[src/rtl/prog_loader_pkg.sv]
// rtl/prog_loader_pkg.sv - shared types and constants for the program loader
package lc_loader_pkg;

    typedef enum logic [3:0] {
        ST_IDLE,
        ST_LEN_HI,
        ST_LEN_LO,
        ST_DATA_HI,
        ST_DATA_LO,
        ST_WRITE,
        ST_CSUM,
        ST_DONE,
        ST_ERR
    } loader_state_t;

    localparam int         FRAME_HDR_BYTES = 2;
    localparam int         BYTES_PER_WORD  = 2;
    localparam logic [7:0] CSUM_INIT       = 8'h00;

    // States in which the loader takes a byte from the upstream source
    function automatic logic takes_byte(loader_state_t s);
        return (s == ST_LEN_HI) || (s == ST_LEN_LO) || (s == ST_DATA_HI) ||
               (s == ST_DATA_LO) || (s == ST_CSUM);
    endfunction

endpackage

[src/rtl/prog_loader_timer.sv]
// rtl/prog_loader_timer.sv - inter-byte idle timeout counter
module loader_timer #(
    parameter int TIMEOUT_CYCLES = 5000000
) (
    input  logic clk_i,
    input  logic rst_i,
    input  logic clear_i,
    input  logic enable_i,
    output logic expired_o
);

    localparam int            CW    = (TIMEOUT_CYCLES > 1) ? $clog2(TIMEOUT_CYCLES) : 1;
    localparam logic [CW-1:0] LIMIT = CW'(TIMEOUT_CYCLES - 1);

    logic [CW-1:0] cnt_q, cnt_d;

    always_comb begin
        cnt_d = cnt_q;
        if (clear_i) begin
            cnt_d = '0;
        end else if (enable_i && (cnt_q != LIMIT)) begin
            cnt_d = cnt_q + 1'b1;
        end
    end

    always_ff @(posedge clk_i or posedge rst_i) begin
        if (rst_i) begin
            cnt_q <= '0;
        end else begin
            cnt_q <= cnt_d;
        end
    end

    assign expired_o = enable_i && (cnt_q == LIMIT);

endmodule

[src/rtl/prog_loader.sv]
// rtl/prog_loader.sv - framed byte-stream loader writing a program image into cpu memory
module prog_loader
    import lc_loader_pkg::*;
#(
    parameter int ADDR_WIDTH     = 16,
    parameter int WORD_WIDTH     = 16,
    parameter int TIMEOUT_CYCLES = 5000000
) (
    input  logic                  CLK,
    input  logic                  RST,
    input  logic                  start,
    input  logic [7:0]            rx_data,
    input  logic                  rx_valid,
    output logic                  rx_ready,
    output logic [ADDR_WIDTH-1:0] mem_addr,
    output logic [WORD_WIDTH-1:0] mem_wdata,
    output logic                  mem_wr,
    output logic                  cpu_rst,
    output logic                  busy,
    output logic                  done,
    output logic                  err,
    output logic [ADDR_WIDTH:0]   words_loaded
);

    localparam logic [32:0] MAX_WORDS = 33'(1) << ADDR_WIDTH;

    loader_state_t         state_q, state_d;
    logic [15:0]           len_q, len_d;
    logic [WORD_WIDTH-1:0] wdata_q, wdata_d;
    logic [ADDR_WIDTH:0]   words_q, words_d;
    logic [7:0]            csum_q, csum_d;
    logic                  accept;
    logic                  expired;

    assign accept = rx_ready && rx_valid;

    loader_timer #(
        .TIMEOUT_CYCLES(TIMEOUT_CYCLES)
    ) u_timer (
        .clk_i    (CLK),
        .rst_i    (RST),
        .clear_i  (accept || !busy),
        .enable_i (rx_ready),
        .expired_o(expired)
    );

    always_comb begin
        state_d  = state_q;
        len_d    = len_q;
        wdata_d  = wdata_q;
        words_d  = words_q;
        csum_d   = csum_q;
        rx_ready = takes_byte(state_q);
        busy     = (state_q != ST_IDLE) && (state_q != ST_DONE) && (state_q != ST_ERR);
        mem_wr   = (state_q == ST_WRITE);
        done     = (state_q == ST_DONE);
        err      = (state_q == ST_ERR);
        cpu_rst  = (state_q != ST_IDLE) && (state_q != ST_DONE);

        case (state_q)
            ST_IDLE, ST_DONE, ST_ERR: begin
                if (start) begin
                    state_d = ST_LEN_HI;
                    words_d = '0;
                    csum_d  = CSUM_INIT;
                end
            end
            ST_LEN_HI: begin
                if (accept) begin
                    len_d   = {rx_data, 8'h00};
                    csum_d  = csum_q ^ rx_data;
                    state_d = ST_LEN_LO;
                end
            end
            ST_LEN_LO: begin
                if (accept) begin
                    len_d  = {len_q[15:8], rx_data};
                    csum_d = csum_q ^ rx_data;
                    // An oversize image is rejected here so the address can never wrap
                    if ({len_q[15:8], rx_data} == 16'h0000) begin
                        state_d = ST_CSUM;
                    end else if (33'({len_q[15:8], rx_data}) > MAX_WORDS) begin
                        state_d = ST_ERR;
                    end else begin
                        state_d = ST_DATA_HI;
                    end
                end
            end
            ST_DATA_HI: begin
                if (accept) begin
                    wdata_d = WORD_WIDTH'({rx_data, 8'h00});
                    csum_d  = csum_q ^ rx_data;
                    state_d = ST_DATA_LO;
                end
            end
            ST_DATA_LO: begin
                if (accept) begin
                    wdata_d[7:0] = rx_data;
                    csum_d       = csum_q ^ rx_data;
                    state_d      = ST_WRITE;
                end
            end
            ST_WRITE: begin
                words_d = words_q + 1'b1;
                if ((33'(words_q) + 33'd1) < 33'(len_q)) begin
                    state_d = ST_DATA_HI;
                end else begin
                    state_d = ST_CSUM;
                end
            end
            ST_CSUM: begin
                if (accept) begin
                    state_d = (rx_data == csum_q) ? ST_DONE : ST_ERR;
                end
            end
            default: state_d = ST_IDLE;
        endcase

        if (rx_ready && !accept && expired) begin
            state_d = ST_ERR;
        end
    end

    always_ff @(posedge CLK or posedge RST) begin
        if (RST) begin
            state_q <= ST_IDLE;
            len_q   <= '0;
            wdata_q <= '0;
            words_q <= '0;
            csum_q  <= CSUM_INIT;
        end else begin
            state_q <= state_d;
            len_q   <= len_d;
            wdata_q <= wdata_d;
            words_q <= words_d;
            csum_q  <= csum_d;
        end
    end

    assign mem_addr     = words_q[ADDR_WIDTH-1:0];
    assign mem_wdata    = wdata_q;
    assign words_loaded = words_q;

endmodule

[config.mk]
export PLATFORM = sky130hd
export DESIGN_NAME = prog_loader
export DESIGN_NICKNAME = d
export VERILOG_FILES = /design/src/rtl/prog_loader_pkg.sv /design/src/rtl/prog_loader_timer.sv /design/src/rtl/prog_loader.sv
export SDC_FILE = /design/constraint.sdc
export NUM_CORES = 1
export LEC_CHECK = 0
export ABC_AREA = 1
export ABC_CLOCK_PERIOD_IN_PS = 2200
export BUFFER_PORTS_ARGS = -buffer_cell sky130_fd_sc_hd__clkbuf_2
export CELL_PAD_IN_SITES_DETAIL_PLACEMENT = 1
export CELL_PAD_IN_SITES_GLOBAL_PLACEMENT = 2
export CORE_MARGIN = 5
export CORE_UTILIZATION = 23
export CTS_BUF_LIST = sky130_fd_sc_hd__clkbuf_8
export DETAILED_ROUTE_END_ITERATION = 16
export MAX_ROUTING_LAYER = met4
export PLACE_DENSITY = 0.63
export SYNTH_ARGS = -nofsm -noshare
export SYNTH_HDL_FRONTEND = slang
export SYNTH_SLANG_ARGS = --single-unit
[constraint.sdc]
create_clock -name CLK -period 2.2 [get_ports CLK]
set_input_delay 0.22 -clock CLK [delete_from_list [all_inputs] [get_ports CLK]]
set_output_delay 0.22 -clock CLK [all_outputs]
set_load 0.005 [all_outputs]
Yosys cells after proc, flatten, opt, wreduce, memory -nomap -nowiden

Cells that the tools add are included.

Bits in registers: 84
Bits of input ports: 12
Output and inout bits: 55
Logic and storage cells: 94

$add $sub $neg: 3
$lt $le $gt $ge: 1
Equality and inequality tests: 25
Multiplexer cells: 24
Bitwise operators: 2
Reduce and logical (&&, ||, !) cells: 31

Operators with widths:

| kind                  | count |
|---|---|
| $mux 23               | 2 |
| $mux 8                | 5 |
| $pmux 17 s2           | 1 |
| $mux 4                | 8 |
| $pmux 16 s2           | 1 |
| $pmux 8 s2            | 2 |
| $pmux 4 s7            | 1 |
| $add 23x1->23 const B | 1 |
| $eq 23x23->1 const B  | 1 |
| $ne 23x23->1 const B  | 1 |
| $add 17x1->18 const B | 1 |
| $lt 18x16->1          | 1 |
| $add 17x1->17 const B | 1 |
| $mux 17               | 1 |
| $eq 4x3->1 const B    | 4 |
| $logic_not 16->1      | 1 |
| $mux 16               | 1 |
| $ne 3x2->1 const B    | 5 |
| $reduce_and 3->1      | 4 |
| $ne 2x2->1 const B    | 5 |
| $reduce_bool 2->1     | 5 |
| $eq 4x2->1 const B    | 2 |
| $eq 8x8->1            | 1 |
| $xor 8x8->8           | 1 |
| other kinds (17)      | 30 |

Logic depth before layout (Yosys ltp)

Gate-level depths: netlist (run 1).

Depth in word-level cells: 11
Mapped depth: 21
Gate-level depth less buffers: 21

By module

From an unflattened synthesis (run 1), not the netlist that was laid out.

Cell total of the unflattened synthesis: 704
Area total of the unflattened synthesis: 5337.6 um^2

Modules (own cells, without submodules):

| module       | times used | cells an instance | area an instance (um^2) | sequential area each (um^2) |
|---|---|---|---|---|
| prog_loader  | 1          | 434               | 3629.7                  | 1526.5 |
| loader_timer | 1          | 270               | 1707.9                  | 575.6 |

Worst setup path before layout (run 1)

No wires, ideal clock.

Kind: reg2reg
Start point: register words_q[0] (netlist: words_loaded[0])
End point: register state_q[2]
Library setup time: 117 ps
Arrival time: 2300 ps
Data required time: 2083 ps
Path slack: -217 ps
Stages on the path, launching flop included: 19
Path buffers: 0
Period minus slack after synthesis: 2417 ps
Cells stage by stage: dfrtp_1 inv_1 nor3_2 nand2_1 nor2_1 nand2_1 nor2_1 xor2_1 inv_1 ha_1 a21oi_1 o21a_1 nand2_1 nand2_1 nand2_1 nand2_1 nand2_1 nand2_1 nand2_1

Cells in the longest elaborated chain, start to end: 5

Ends and longest elaborated chain:

| item                   | RTL line           | RTL |
|---|---|---|
| start, declared        | prog_loader.sv:30  | `logic [ADDR_WIDTH:0] words_q, words_d;` |
| start signal, assigned | prog_loader.sv:135 | `words_q <= words_d;` |
| $add 17x1->18          | prog_loader.sv:105 | `if ((33'(words_q) + 33'd1) < 33'(len_q)) begin` |
| $lt 18x16->1           | prog_loader.sv:105 |  |
| $mux 3                 | prog_loader.sv:105 |  |
| $pmux 4 s7             | prog_loader.sv:60  | `case (state_q)` |
| $mux 4                 | prog_loader.sv:119 | `if (rx_ready && !accept && expired) begin` |
| end signal, assigned   | prog_loader.sv:132 | `state_q <= state_d;` |
| end, declared          | prog_loader.sv:27  | `loader_state_t state_q, state_d;` |

No other way between the ends.
A chain may end at the register's enable or synchronous reset.

Worst setup path after layout (run 1)

Start point: register words_q[0] (netlist: words_loaded[0])
End point: register state_q[0]

The elaborated chain is that of the path after synthesis.

==> results.txt, run 1 <==
run status - finished, violations left
failing checks - negative setup slack
syn avg cell area - 7.79 µm²
WL per Instance - 16.3 µm
H-tree depth - 3
final hold violation count - 0
Fillers - 2741
CP max stage delay - 0.43 ns
input/output buffers - 66
starting density of the core - 0.232
crit-path max FO - 4
Placement Rows - 55
initial drt markers - 142
Synthesized Nets - 696
worst hold path class - input pin to register
layout cells sized above 1 - 0.304
Top cell by count, worst path - buf_4
Sink Count - 84
Die X - 160 µm
clk buf depth - 2
Max Freq - 408 MHz
final wirelength - 17.5 mm
DR vias/cell - 4.53
Antenna Cells - 0
Tmin final - 2.45 ns
ys async rst share - 1.00
Final Skew - 0.0171 ns
iteration count of the initial detailed-routing pass - 4
crit path buf inv count - 10
die area - 25700 µm²
Max-Cap Viols - 0
final worst-path setup slack - -0.250 ns
max_slew headroom - 0.593
cell taking the most area after synthesis - dfrtp_1
PwrDens - 1030 nW/µm²
Synth Flop Type - dfrtp_1
WP data arrival - 2.73 ns
Setup TNS - -0.490 ns
post-placement cell area - 6090 µm²
number of flops mapped to enable cells by yosys - 0
register area - 2100 µm²
max-slew violation count - 0
CP Cell Sequence - inv_2, buf_4, buf_4, buf_4, buf_4, buf_4, buf_4, buf_4, buf_4, buf_4, nor3_1, nor2_2, nand3_1, nand2_1, nand2_1, nand2_1
fin util - 0.298
DR vias - 4876
register area share after synthesis - 0.405
crit-path leading delay family - buffers and inverters
Root Buffer - clkbuf_8
Synth Instances - 667
top-count cell post-synth - nand2_1
final setup violating endpoints - 2
CTS tree - built
slowest CP cell - dfrtp_1
DRC Markers - 0
commonest cells in the synthesized netlist - nand2_1, inv_1, dfrtp_1
Worst-path clk slew - 0.10 ns
register bit total from synthesis - 84
DRT antenna net count - 0
first-pass GRT wire length - 28.4 mm
nets@finish - 816
Startpoint Class - register
Peak VDD IR - 0.451 mV
GRT Util Overall - 0.142
cell leakage power - 3.21 nW
Core ar. - 22400 µm²
P&R area growth vs syn - 28.9%
CP Class - register to register
CP required - 2.47 ns
fin area - 6690 µm²
Area contributors post-synth - dfrtp_1, nand2_1, inv_1, o21ai_0, o21ai_2
Slew @ Worst Pin - 0.610 ns
antenna violations before repair - 0
DP Wirelength - 13.6 mm
post-synthesis cell area - 5190 µm²
Placer Congestion - 0.850
largest net degree at the start of global routing - 34
endpoint class of the critical path - register
multi-input logic area - 2760 µm²
GR Overflow Total - 0
yosys warns - 0
Synth top area share - 0.405
Die Ht - 160 µm
Final period util - 1.11
unrepaired setup endpoints after global routing - true
Min Hold Slack - 0.180 ns
count of different cell masters after synthesis - 39
clk_lat worst skew - 0.39 ns
CTS buffer count - 9
Top-Level Pins - 67
number of global-route vias before repair - 5236
repair_timing:
item / in CTS / in global routing
hold buffers: 1 / 0
endpoints found under the setup margin: 2 / 14
gates resized for setup: 10 / 44
setup buffers: 10 / 8
hold endpoints to repair: 8 / 0
pin swaps: 11 / 38
metrics by stage:
stage	instances	total power, mW	worst slack [ns]
after global placement	1043	5.27	-0.199
after detailed placement	1043	5.36	-0.317
after CTS	1070	6.87	-0.299
after floorplan	667	4.22	-0.146
final	1077	6.86	-0.250
after global routing	1077	7.45	-0.449
worst min-delay path, cell delays in order:
cell and delay (ns):
clkbuf_2 0.15, nand3_1 0.09, o21ai_0 0.07
power breakdown:
part	internal (mW)	switching, mW	total, mW
registers	1.91	0.212	2.12
clock network	0.658	0.671	1.33
logic	1.20	2.22	3.41
path summary, 6_finish.rpt:
path / start / endpoint / slack (ns) / depth (start not counted)
min in group asynchronous: RST / mem_wdata[14]$_DFFE_PP0P_ / 0.29 / 3
hold / removal: rx_data[7] / len_q[15]$_DFFE_PP0P_ / 0.18 / 3
setup reg to reg: words_loaded[0]$_DFFE_PP0P_ / state_q[0]$_DFFE_PP0P_ / -0.25 / 16
hold reg to reg: mem_wdata[11]$_DFFE_PP0P_ / mem_wdata[11]$_DFFE_PP0P_ / 0.50 / 2
setup / recovery: words_loaded[0]$_DFFE_PP0P_ / state_q[0]$_DFFE_PP0P_ / -0.25 / 16
max in group asynchronous: RST / u_timer.cnt_q[13]$_DFFE_PP0P_ / 1.17 / 4
sequential cells by signal, indices dropped and copies added, names as in the netlist:
register	cells
state_q	4
u_timer.cnt_q	23
mem_wdata	16
words_loaded	17
len_q	16
csum_q	8
layout by cell type, fill, tap and decap left out, types with 3 or more instances in the layout:
cell      netlist  final
nand2_1       162    149
inv_1          90     86
dfrtp_1        84     83
buf_4          17     67
clkbuf_2        1     66
o21ai_0        49     49
nor2_1         51     41
nand3_1        37     35
o21ai_2        25     25
nand4_1        22     22
nand2_2         5     18
nor3_1         17     17
ha_1           17     13
xor2_1         19     11
nor2_2          3      9
clkbuf_8        0      9
o22ai_1         8      8
xnor2_1         9      8
xor2_2          0      6
o31ai_1         6      6
nor2_4          1      5
nor4_1          6      5
a21oi_1         7      5
inv_2           2      4
nand3_2         1      3
o21ai_1         3      3
inv_6           1      3
buf_6           3      3
cells by family after synthesis:
| family | synth area share |
|---|---|
| DFF | 0.405 |
| xor gates and xnor gates | 0.0472 |
| buffers and inverters | 0.107 |
| adders and majority gates | 0.0410 |
| and+or+nand+nor | 0.273 |
| AOI/OAI and AO/OA | 0.127 |
layout make-up:
type / count / area share
inverters: 94 / 0.0544
flip-flops and latches: 84 / 0.314
multi-input cells: 461 / 0.413
clock inverters: 7 / 0.0157
clock buffers: 9 / 0.0185
well taps: 285 / 0.0533
repair buffers: 137 / 0.131
layer usage:
metal / global-route usage / up-vias / share of wire
li1: - / 2387 / -
met1: 0.177 / 2420 / 0.45
met2: 0.237 / 58 / 0.50
met3: 0.0312 / 11 / 0.041
met4: 0.0321 / 0 / 0.0094
met5: - / - / 0
(Power assumes the default switching activity.)
==> run 2: changes to the inputs <==
--- a/config.mk
+++ b/config.mk
@@ -8,14 +8,15 @@
 export ABC_AREA = 1
 export ABC_CLOCK_PERIOD_IN_PS = 2200
 export BUFFER_PORTS_ARGS = -buffer_cell sky130_fd_sc_hd__clkbuf_2
-export CELL_PAD_IN_SITES_DETAIL_PLACEMENT = 1
-export CELL_PAD_IN_SITES_GLOBAL_PLACEMENT = 2
+export CELL_PAD_IN_SITES_DETAIL_PLACEMENT = 0
+export CELL_PAD_IN_SITES_GLOBAL_PLACEMENT = 1
 export CORE_MARGIN = 5
 export CORE_UTILIZATION = 23
 export CTS_BUF_LIST = sky130_fd_sc_hd__clkbuf_8
 export DETAILED_ROUTE_END_ITERATION = 16
 export MAX_ROUTING_LAYER = met4
-export PLACE_DENSITY = 0.63
+export PLACE_DENSITY = 0.53
 export SYNTH_ARGS = -nofsm -noshare
 export SYNTH_HDL_FRONTEND = slang
+export SYNTH_HIERARCHICAL = 1
 export SYNTH_SLANG_ARGS = --single-unit
==> run 2 against run 1 <==
Effect of this change: the flow still finishes with violations (negative setup slack); die area increased by 2.6%; count of clock-buffer cells in the layout unchanged; combinational power decreased by 16%; synthesized cell count increased by 5.5%; clock power decreased by 7%; register-to-register slack improved by 0.23 ns; maximum frequency increased by 10%; sequential power about the same; global-route usage decreased by 1.6 points; setup slack improved by 0.23 ns; non-clock buffer count decreased by 20; critical endpoint is now state_q[2]$_DFFE_PP0P_; highest routed layer unchanged.
==> results.txt, run 2 <==
max-slew violation count - 0 (unchanged)
Top cell by count, worst path - nand2_1
largest net degree at the start of global routing - 42 (+24%)
H-tree depth - 3 (unchanged)
min-delay src - rx_data[1]
antenna violations before repair - 0 (unchanged)
GR Overflow Total - 0 (unchanged)
WL per Instance - 14.3 µm (-12%)
Setup crit start - words_loaded[0]$_DFFE_PP0P_
commonest non-fill, non-tap cells in the layout - nand2_1, inv_1, dfrtp_1
CP max stage delay - 0.44 ns (about the same)
register bit total from synthesis - 84 (unchanged)
DRT antenna net count - 0 (unchanged)
CP Cell Sequence - nand3_4, nor3_4, inv_2, nor2_4, nand3_2, xor2_1, inv_1, ha_4, a21oi_4, nor3_2, nor3_1, nand2_1, nand2_1, nand2_1, nand2_1, nand2_1, nand2_1, nand2_1
Placement Rows - 55 (unchanged)
fin util - 0.294 (-0.00462)
Final period util - 1.01 (-0.105)
register area - 2110 µm² (+0.12%)
top-count cell post-synth - nand2_1
cell leakage power - 3.27 nW (+1.9%)
first-pass GRT wire length - 25.6 mm (-10%)
starting density of the core - 0.234 (+0.00282)
Sink Count - 84 (unchanged)
Die Ht - 162 µm (+1.3%)
GRT Util Overall - 0.127 (-0.0156)
Die X - 162 µm (+1.3%)
endpoint class of the critical path - register
nets@finish - 831 (+1.8%)
Worst-path clk slew - 0.11 ns (about the same)
final setup violating endpoints - 2 (unchanged)
M1 WL - 7.29 mm (-8.1%)
non-filler cells in the finished layout - 1120 (+4.0%)
initial drt markers - 247 (+74%)
Synth top area share - 0.394 (-0.0109)
Synth Instances - 704 (+5.5%)
FF-to-FF Start - words_loaded[0]$_DFFE_PP0P_
Top-Level Pins - 67 (unchanged)
DP Wirelength - 11.9 mm (-13%)
count of different cell masters after synthesis - 44 (+13%)
max_slew headroom - 0.639 (+0.0454)
commonest cells in the synthesized netlist - nand2_1, inv_1, dfrtp_1
final worst-path setup slack - -0.0184 ns (+0.232 ns)
Min Hold Slack - 0.140 ns (-0.0394 ns)
Max Freq - 451 MHz (+10%)
worst hold path class - input pin to register
multi-input logic area - 2890 µm² (+4.5%)
PwrDens - 931 nW/µm² (-9.2%)
uppermost routed layer - met4
DR vias/cell - 4.18 (-7.6%)
syn avg cell area - 7.58 µm² (-2.6%)
DR vias - 4684 (-3.9%)
slowest CP cell - dfrtp_2
register area share after synthesis - 0.394 (-0.0109)
layout cells sized above 1 - 0.259 (-0.0453)
commonest non-fill, non-tap cell in the layout - nand2_1
clk buf depth - 2 (unchanged)
Placer Congestion - 0.797 (-6.3%)
Peak VDD IR - 0.522 mV (+16%)
Synthesized Nets - 733 (+5.3%)
CTS tree - built
unrepaired setup endpoints after global routing - true
Max-Cap Viols - 0 (unchanged)
number of flops mapped to enable cells by yosys - 0 (unchanged)
max FFs per register - 23 (unchanged)
final hold violation count - 0 (unchanged)
DRC Markers - 0 (unchanged)
yosys warns - 6 (+6)
Area contributors post-synth - dfrtp_1, nand2_1, inv_1, nor2_1, nand3_1
Root Buffer - clkbuf_8
overall power - 6.23 mW (-9.2%)
number of global-route vias before repair - 4646 (-11%)
wire length on met2 - 7.92 mm (-9.0%)
placed cell count - 1095 (+5.0%)
Slew @ Worst Pin - 0.541 ns (-0.0693 ns)
final wirelength - 16.0 mm (-8.8%)
Largest Register - u_timer/cnt_q
Synth Flop Type - dfrtp_1
cell taking the most area after synthesis - dfrtp_1
Core ar. - 22800 µm² (+1.5%)
Tmin final - 2.22 ns (-0.232 ns)
Fillers - 2511 (-8.4%)
ys async rst share - 1.00 (unchanged)
CTS buffer count - 9 (unchanged)
iteration count of the initial detailed-routing pass - 7 (+3)
Startpoint Class - register
die area - 26400 µm² (+2.6%)
CP Class - register to register
P&R area growth vs syn - 25.4%
CP required - 2.48 ns (about the same)
run status - finished, violations left
crit-path max FO - 3 (-1)
failing checks - negative setup slack
met3 WL post-DR - 559 µm (-22%)
input/output buffers - 66 (unchanged)
Final Skew - 0.0172 ns (+0.0000809 ns)
clk_lat worst skew - 0.39 ns (about the same)
WP data arrival - 2.50 ns (-0.23 ns)
post-synthesis cell area - 5340 µm² (+2.8%)
Antenna Cells - 0 (unchanged)
-- run 2: changes by cell type after synthesis, moves of 3 or more --
cell / before / now
o21ai_0: 49 / 16
nor4_1: 6 / 1
inv_1: 90 / 86
a22o_1: 2 / 5
nand3_1: 37 / 55
o21ai_2: 25 / 4
nor2_1: 51 / 76
o21ai_1: 3 / 23
nand2_1: 162 / 185
nor3_1: 17 / 6
nand4_1: 22 / 25
nand2_4: 0 / 3
-- run 2: per-stage QoR --
stage / TNS [ns] / instance area [µm²] / setup WS [ns]
5_1_grt: -0.452 / 6690 / -0.243
2_1_floorplan: 0 / 5360 / 0.00707
6_report: -0.0323 / 6690 / -0.0184
4_1_cts: -0.132 / 6540 / -0.0694
3_3_place_gp: -0.271 / 6190 / -0.162
3_5_place_dp: -0.310 / 6190 / -0.180
-- run 2: worst paths after layout --
kind | cells after the start | to | slack (ns)
max | 18 | state_q[2]$_DFFE_PP0P_ | -0.02
min | 3 | len_q[9]$_DFFE_PP0P_ | 0.14
max reg2reg | 18 | state_q[2]$_DFFE_PP0P_ | -0.02
min reg2reg | 2 | mem_wdata[10]$_DFFE_PP0P_ | 0.50
max in group asynchronous | 4 | words_loaded[0]$_DFFE_PP0P_ | 1.17
min in group asynchronous | 3 | words_loaded[7]$_DFFE_PP0P_ | 0.42
-- run 2: routing by layer --
layer,up-vias,global-route usage
met2,73,0.210
li1,2439,-
met3,15,0.0228
met4,0,0.0315
met5,-,-
met1,2157,0.161
-- run 2: area by class of cell --
type                            count  area share
Multi-Input combinational cell    496       0.432
Clock buffer                        9      0.0185
Sequential cell                    84       0.315
Timing Repair Buffer              117       0.111
Clock inverter                      7      0.0120
Tap cell                          313      0.0585
Inverter                           94      0.0540
-- run 2: worst max-delay path: cells and delay by family, from the launching register on --
family                     cells  cell delay, ns
and+or+nand+nor               13            0.97
buffers and inverters          2            0.17
adders and majority gates      1            0.23
xor gates and xnor gates       1            0.18
AOI/OAI and AO/OA              1            0.11
DFF                            1            0.44
-- run 2: report_power, final --
part           total, mW  switching, mW  leakage (nW)  internal, mW
Clock               1.24          0.700         0.103         0.544
Sequential          2.11          0.208          1.12          1.90
Combinational       2.88           1.88          2.05          1.00
Total               6.23           2.78          3.27          3.45
-- run 2: kinds of logic (layout without fill, tap and decap cells) --
logic type      Yosys count  count (layout)  share of synthesized area
compound gates           75              75                     0.0877
xor+xnor                 30              30                     0.0492
fa+ha+maj                17              17                     0.0398
buf+inv                 124             227                      0.111
flops                    84              84                      0.394
simple gates            374             374                      0.318
-- run 2: timing repair --
item	CTS	global route
hold endpoints to repair	43	0
gates resized for setup	14	29
pin swaps	15	7
setup buffers	7	1
gates cloned	0	0
endpoints found under the setup margin	5	26
hold buffers	1	0
